$ cat src/rtl/axi_lite_master.sv
// Single-outstanding AXI4-Lite initiator: one command at a time travels over AW/W/B or
// AR/R. A watchdog aborts a stalled bus transfer and reports it on the response port.
`timescale 1ns/1ps
module axi_lite_master #(
  parameter int ADDR_WIDTH     = 4,
  parameter int DATA_WIDTH     = 32,
  parameter int TIMEOUT_CYCLES = 256
) (
  input  logic                    ACLK,
  input  logic                    ARESETn,
  input  logic                    cmd_valid,
  output logic                    cmd_ready,
  input  logic                    cmd_write,
  input  logic [ADDR_WIDTH-1:0]   cmd_addr,
  input  logic [DATA_WIDTH-1:0]   cmd_wdata,
  input  logic [DATA_WIDTH/8-1:0] cmd_wstrb,
  output logic                    rsp_valid,
  input  logic                    rsp_ready,
  output logic [DATA_WIDTH-1:0]   rsp_rdata,
  output logic                    rsp_timeout,
  output logic [ADDR_WIDTH-1:0]   AWADDR,
  output logic                    AWVALID,
  input  logic                    AWREADY,
  output logic [DATA_WIDTH-1:0]   WDATA,
  output logic [DATA_WIDTH/8-1:0] WSTRB,
  output logic                    WVALID,
  input  logic                    WREADY,
  input  logic                    BVALID,
  output logic                    BREADY,
  output logic [ADDR_WIDTH-1:0]   ARADDR,
  output logic                    ARVALID,
  input  logic                    ARREADY,
  input  logic [DATA_WIDTH-1:0]   RDATA,
  input  logic                    RVALID,
  output logic                    RREADY
);

  localparam int STRB_WIDTH = DATA_WIDTH / 8;
  localparam int WD_WIDTH   = (TIMEOUT_CYCLES > 2) ? $clog2(TIMEOUT_CYCLES) : 1;
  localparam bit WD_ON      = (TIMEOUT_CYCLES > 0);
  localparam logic [WD_WIDTH-1:0] WD_LAST = WD_ON ? WD_WIDTH'(TIMEOUT_CYCLES - 1) : '0;
  localparam logic [WD_WIDTH-1:0] WD_MAX  = '1;
  localparam logic [WD_WIDTH-1:0] WD_ONE  = WD_WIDTH'(1);

  typedef enum logic [2:0] {
    S_IDLE,
    S_WADDR,
    S_WRESP,
    S_RADDR,
    S_RDATA,
    S_RSP
  } state_e;

  state_e                  state_q, state_d;
  logic                    cmd_ready_q, cmd_ready_d;
  logic                    awvalid_q, awvalid_d;
  logic                    wvalid_q, wvalid_d;
  logic                    bready_q, bready_d;
  logic                    arvalid_q, arvalid_d;
  logic                    rready_q, rready_d;
  logic                    rsp_valid_q, rsp_valid_d;
  logic                    rsp_timeout_q, rsp_timeout_d;
  logic [DATA_WIDTH-1:0]   rsp_rdata_q, rsp_rdata_d;
  logic [ADDR_WIDTH-1:0]   awaddr_q, awaddr_d;
  logic [ADDR_WIDTH-1:0]   araddr_q, araddr_d;
  logic [DATA_WIDTH-1:0]   wdata_q, wdata_d;
  logic [STRB_WIDTH-1:0]   wstrb_q, wstrb_d;
  logic [WD_WIDTH-1:0]     wdog_q, wdog_d;

  logic b_hs, r_hs, aw_done, w_done, bus_busy;

  always_comb begin
    // NOTE: every signal written here gets a default first, so no path can infer a latch.
    state_d       = state_q;
    cmd_ready_d   = cmd_ready_q;
    awvalid_d     = awvalid_q;
    wvalid_d      = wvalid_q;
    bready_d      = bready_q;
    arvalid_d     = arvalid_q;
    rready_d      = rready_q;
    rsp_valid_d   = rsp_valid_q;
    rsp_timeout_d = rsp_timeout_q;
    rsp_rdata_d   = rsp_rdata_q;
    awaddr_d      = awaddr_q;
    araddr_d      = araddr_q;
    wdata_d       = wdata_q;
    wstrb_d       = wstrb_q;
    wdog_d        = wdog_q;

    b_hs     = BVALID && bready_q;
    r_hs     = RVALID && rready_q;
    aw_done  = !awvalid_q || AWREADY;
    w_done   = !wvalid_q || WREADY;
    bus_busy = state_q inside {S_WADDR, S_WRESP, S_RADDR, S_RDATA};

    if (WD_ON && bus_busy && (wdog_q != WD_MAX)) begin
      wdog_d = wdog_q + WD_ONE;
    end

    case (state_q)
      S_IDLE: begin
        cmd_ready_d = 1'b1;
        if (cmd_valid && cmd_ready_q) begin
          cmd_ready_d = 1'b0;
          wdog_d      = '0;
          if (cmd_write) begin
            awaddr_d  = cmd_addr;
            wdata_d   = cmd_wdata;
            wstrb_d   = cmd_wstrb;
            awvalid_d = 1'b1;
            wvalid_d  = 1'b1;
            state_d   = S_WADDR;
          end else begin
            araddr_d  = cmd_addr;
            arvalid_d = 1'b1;
            state_d   = S_RADDR;
          end
        end
      end

      S_WADDR: begin
        // AW and W complete independently; whichever finishes first simply waits.
        if (awvalid_q && AWREADY) awvalid_d = 1'b0;
        if (wvalid_q && WREADY)   wvalid_d  = 1'b0;
        if (aw_done && w_done) begin
          bready_d = 1'b1;
          state_d  = S_WRESP;
        end
      end

      S_WRESP: begin
        if (b_hs) begin
          bready_d      = 1'b0;
          rsp_rdata_d   = '0;
          rsp_timeout_d = 1'b0;
          rsp_valid_d   = 1'b1;
          state_d       = S_RSP;
        end
      end

      S_RADDR: begin
        if (arvalid_q && ARREADY) begin
          arvalid_d = 1'b0;
          rready_d  = 1'b1;
          state_d   = S_RDATA;
        end
      end

      S_RDATA: begin
        if (r_hs) begin
          rready_d      = 1'b0;
          rsp_rdata_d   = RDATA;
          rsp_timeout_d = 1'b0;
          rsp_valid_d   = 1'b1;
          state_d       = S_RSP;
        end
      end

      S_RSP: begin
        if (rsp_valid_q && rsp_ready) begin
          rsp_valid_d   = 1'b0;
          rsp_timeout_d = 1'b0;
          cmd_ready_d   = 1'b1;
          state_d       = S_IDLE;
        end
      end

      default: state_d = S_IDLE;
    endcase

    // Watchdog abort; a B/R handshake in the same cycle takes priority.
    if (WD_ON && bus_busy && (wdog_q == WD_LAST) && !b_hs && !r_hs) begin
      awvalid_d     = 1'b0;
      wvalid_d      = 1'b0;
      bready_d      = 1'b0;
      arvalid_d     = 1'b0;
      rready_d      = 1'b0;
      rsp_rdata_d   = '0;
      rsp_timeout_d = 1'b1;
      rsp_valid_d   = 1'b1;
      state_d       = S_RSP;
    end
  end

  // NOTE: sequential state uses non-blocking assignments only, so every flop samples pre-edge values.
  // NOTE: all registers here are plain control/data flops (no memory arrays), so each gets a reset value.
  always_ff @(posedge ACLK or negedge ARESETn) begin
    if (!ARESETn) begin
      state_q       <= S_IDLE;
      cmd_ready_q   <= 1'b0;
      awvalid_q     <= 1'b0;
      wvalid_q      <= 1'b0;
      bready_q      <= 1'b0;
      arvalid_q     <= 1'b0;
      rready_q      <= 1'b0;
      rsp_valid_q   <= 1'b0;
      rsp_timeout_q <= 1'b0;
      rsp_rdata_q   <= '0;
      awaddr_q      <= '0;
      araddr_q      <= '0;
      wdata_q       <= '0;
      wstrb_q       <= '0;
      wdog_q        <= '0;
    end else begin
      state_q       <= state_d;
      cmd_ready_q   <= cmd_ready_d;
      awvalid_q     <= awvalid_d;
      wvalid_q      <= wvalid_d;
      bready_q      <= bready_d;
      arvalid_q     <= arvalid_d;
      rready_q      <= rready_d;
      rsp_valid_q   <= rsp_valid_d;
      rsp_timeout_q <= rsp_timeout_d;
      rsp_rdata_q   <= rsp_rdata_d;
      awaddr_q      <= awaddr_d;
      araddr_q      <= araddr_d;
      wdata_q       <= wdata_d;
      wstrb_q       <= wstrb_d;
      wdog_q        <= wdog_d;
    end
  end

  assign cmd_ready   = cmd_ready_q;
  assign rsp_valid   = rsp_valid_q;
  assign rsp_rdata   = rsp_rdata_q;
  assign rsp_timeout = rsp_timeout_q;
  assign AWADDR      = awaddr_q;
  assign AWVALID     = awvalid_q;
  assign WDATA       = wdata_q;
  assign WSTRB       = wstrb_q;
  assign WVALID      = wvalid_q;
  assign BREADY      = bready_q;
  assign ARADDR      = araddr_q;
  assign ARVALID     = arvalid_q;
  assign RREADY      = rready_q;

endmodule

$ cat config.mk
export PLATFORM = sky130hd
export DESIGN_NAME = axi_lite_master
export DESIGN_NICKNAME = d
export VERILOG_FILES = /design/src/rtl/axi_lite_master.sv
export SDC_FILE = /design/constraint.sdc
export NUM_CORES = 1
export LEC_CHECK = 0
export ABC_AREA = 0
export CAP_MARGIN = 20
export CELL_PAD_IN_SITES_DETAIL_PLACEMENT = 0
export CELL_PAD_IN_SITES_GLOBAL_PLACEMENT = 1
export CORE_MARGIN = 4
export CORE_UTILIZATION = 35
export DETAILED_ROUTE_END_ITERATION = 10
export HOLD_SLACK_MARGIN = 0.06
export PLACE_DENSITY_LB_ADDON = 0.1
export SYNTH_ARGS = -nofsm -noshare
export SYNTH_HDL_FRONTEND = slang
export SYNTH_SLANG_ARGS = --single-unit
export TNS_END_PERCENT = 10
$ cat constraint.sdc
create_clock -name ACLK -period 5.6 [get_ports ACLK]
set_input_delay 1.68 -clock ACLK [delete_from_list [all_inputs] [get_ports ACLK]]
set_output_delay 1.68 -clock ACLK [all_outputs]
set_load 0.02 [all_outputs]
==> results.txt <==
----------------------------------------------------
[Clock tree]
  # clock sinks ... 95
  Count of buffers added by post-CTS timing repair for setup ... 0
  Maximum number of buffers from clock root to sink ... 2
  Total of cells resized after clock tree synthesis ... 0
  Reg clk slew, reported paths ... 0.09 ns
  CTS tree ... yes
  Hold Buf Count CTS ... 0
  Clock root buffer master ... clkbuf_8
  Max H-tree Level ... 3
  Clock latency on the worst-skew pair ... 0.36 ns
  Number of clock buffers inserted by TritonCTS ... 9

[Cells and area]
  Number of nets in the layout ... 535
  Area added between synthesis and finish ... 51.29%
  Diodes inserted ... 0
  Fraction of final layout cells with drive strength greater than 1 ... 12.04%
  Fin area ... 5883 sq um

[Yosys]
  Area leader, netlist ... dfrtp_1
  Adder-cell area share of the yosys netlist ... 0.3218%
  Post-Synthesis Cells ... 289
  Portion of netlist area occupied by mux cells ... 14.32%
  Fraction of the yosys area taken by sequential cells ... 61.13%
  Ys Warns ... 0
  Synthesized-area fraction occupied by xor and xnor cells ... 0.9009%
  Number of register bits inferred by synthesis ... 95
  Async SR Flop Fraction ... 100.0%
  Primary FF master, synth ... dfrtp_1
  Dominant cell by count in the synthesized netlist ... dfrtp_1
  Simple-Gate Fraction of Synth Area ... 7.979%
  Post-synth EDFFs ... 0
  Distinct cell type count after synthesis ... 42
  Synth Area in Compound Gates ... 12.71%
  Leading post-synthesis cells by cell area ... dfrtp_1 61%, mux2_2 8.1%, a22o_1 7.9%
  Post-synthesis cell area ... 3889 sq um
  Fraction of synthesized cell area taken by the top area cell type ... 61.13%
  Average footprint of a synthesized cell ... 13.46 sq um
  Most common library cells after synthesis ... 95 x dfrtp_1, 35 x a22o_1, 28 x mux2_2, 17 x mux2_1, 16 x nor2_1
  Main combinational cell family by area after synthesis ... multiplexers
  Synth Net Count ... 372

[Global route]
  Via count of the first global-routing pass ... 3271
  Gr usage total ... 16.46%
  Largest net degree at the start of global routing ... 61
  Overflow left after global routing ... 0
  Initial antenna violation count ... 0
  First-pass GRT wire length ... 16670 um

[Timing]
  RSZ-0062 raised after global routing ... no
  Final Setup Violations ... 0
  Accumulated negative setup slack ... 0 ns
  Post-layout min period ... 3.703 ns
  Max_slew headroom ... 32.12%
  Max Transition Viols Final ... 0
  Worst-Margin Slew ... 1.018 ns
  Max Clock Freq ... 270.1 MHz
  Hold Violations, Final ... 0
  Final period utilization ... 66.13%
  Setup clock skew after layout ... 0.007217 ns

[Critical path]
  Standard cell with the maximum stage delay on the critical path ... and2_2
  Slowest Stage Delay on Critical Path ... 0.89 ns
  Ordered list of cells on the worst path ... clkdlybuf4s50_1 > nand2_1 > nor2_2 > and2_2 > mux2_2
  R2R cell count ... 4
  Sort of element at the end of the critical path ... register
  Critical path data arrival time ... 3.95 ns
  Path type of the worst setup path ... input pin to register
  Kind of start point of the critical path ... input pin
  Largest fanout of any net on the critical path ... 42
  Data required time at the worst endpoint ... 5.84 ns

[Power and ir drop]
  Power density normalized to cell area ... 583.2 nW/um^2
  Leakage power summed over all cells ... 0.002532 uW
  Worst voltage drop across the vdd grid ... 279.8 uV
  Overall power of the completed layout ... 3431 uW

[Drt]
  Detailed-route wire length ... 10300 um
  Vias after detailed routing ... 2949
  Post-detailed-route DRC marker count ... 0
  Detailed-router iteration count before antenna repair ... 4
  Residual antenna-violating net count after detailed routing ... 0
  Initial DRC Count ... 146
  Routed wire length per instance ... 17.24 um
  Mean number of vias per cell ... 4.940

[Placement]
  Number of port buffers ... 165
  Post-Place Cell Area ... 5659 sq um
  Final weighted congestion of routability-driven global placement ... 0.7934
  HPWL after detailed placement ... 7491 um

[Floorplanning]
  Effective utilization at floorplan ... 35.87%
  Die X-Extent ... 113.4 um
  Area of the core ... 10840 sq um
  FP Rows ... 38
  Die height ... 113.4 um
  Die Footprint ... 12860 sq um
  I/O Pins ... 166

[Worst hold path]
  Hold Path Cell Cnt ... 1
  Path class of the lowest-slack min-delay path ... register to register

[Job]
  Number of violations of the max-capacitance limit ... 0

[Run status]
  Outcome ... finished, final reports clean

----------------------------------------------------
[layer usage]
layer	track usage [%]	wire [um]	vias up
met5	0	0	-
met1	19.73	4195	1462
met3	6.313	783	17
li1	-	-	1374
met4	6.971	275	0
met2	26.58	5040	96
[placed cells by master, fill, tap and decap left out, types with 2 or more instances in the layout]
| cell type | synthesis | layout |
|---|---|---|
| clkdlybuf4s50_1 | 0 | 164 |
| mux2i_1 | 5 | 5 |
| a32o_1 | 2 | 2 |
| nand2b_1 | 4 | 4 |
| bufinv_16 | 0 | 2 |
| nor2_2 | 1 | 2 |
| buf_4 | 4 | 4 |
| nand3_2 | 2 | 2 |
| mux2_2 | 28 | 28 |
| clkbuf_1 | 8 | 2 |
| nor2_1 | 16 | 15 |
| xnor2_1 | 3 | 3 |
| nor2b_1 | 3 | 3 |
| clkbuf_8 | 0 | 11 |
| a21o_1 | 2 | 2 |
| o21ai_0 | 7 | 7 |
| nor3_1 | 4 | 4 |
| or3_1 | 2 | 2 |
| dfrtp_1 | 95 | 95 |
| nand3_1 | 6 | 6 |
| nand2_1 | 10 | 10 |
| a22o_1 | 35 | 35 |
| a21oi_1 | 5 | 5 |
| mux2_1 | 17 | 17 |
| a221o_1 | 2 | 2 |
| inv_1 | 6 | 6 |
[power breakdown]
part / switching, uW / internal [uW]
Combinational: 815 / 865
Sequential: 232 / 1010
Clock: 232 / 276
Total: 1280 / 2150
[stage by stage]
step	setup WS [ns]	hold slack (ns)	std cells	util, %
2_1_floorplan	2.329	0.4982	289	-
3_3_place_gp	1.490	0.4664	581	52.20
3_5_place_dp	1.454	0.4738	581	52.20
4_1_cts	1.853	0.4939	597	54.27
5_1_grt	1.723	0.5110	597	54.27
6_report	1.897	0.4881	597	54.27
[state kept, by name, summed over array words and instances (netlist names)]
register,cells
WSTRB,4
rsp_valid,1
AWADDR,4
rsp_timeout,1
ARVALID,1
state_q,3
wdog_q,8
WDATA,32
AWVALID,1
cmd_ready,1
RREADY,1
ARADDR,4
WVALID,1
BREADY,1
rsp_rdata,32
[cell families after synthesis]
group	Yosys count
muxes	50
and+or+nand+nor	55
AOI/OAI and AO/OA	62
adders and majority gates	1
buffers and inverters	22
xor gates and xnor gates	4
DFF	95
[worst paths after layout]
path / startpoint / end / slack [ns]
max in group asynchronous: ARESETn / WDATA[7] / 3.24
max: cmd_valid / WSTRB[1] / 1.90
min: WSTRB[3] / WSTRB[3] / 0.49
max reg2reg: state_q[1] / WSTRB[1] / 2.65
min reg2reg: WSTRB[3] / WSTRB[3] / 0.49
min in group asynchronous: ARESETn / ARADDR[3] / 1.38
[critical path: cells and delay by family]
family | cells | cell delay (ns)
and+or+nand+nor | 3 | 1.35
buffers and inverters | 1 | 0.46
muxes | 1 | 0.43
[cell type report]
| type | instances | area, sq um |
|---|---|---|
| Timing Repair Buffer | 168 | 1672 |
| Sequential cell | 95 | 2377 |
| Tap cell | 140 | 175.2 |
| Inverter | 6 | 22.52 |
| Fill cell | 947 | 4957 |
| Clock buffer | 13 | 158.9 |
| Clock inverter | 3 | 65.06 |
| Multi-Input combinational cell | 172 | 1413 |
Power figures use the tool's default switching activity.
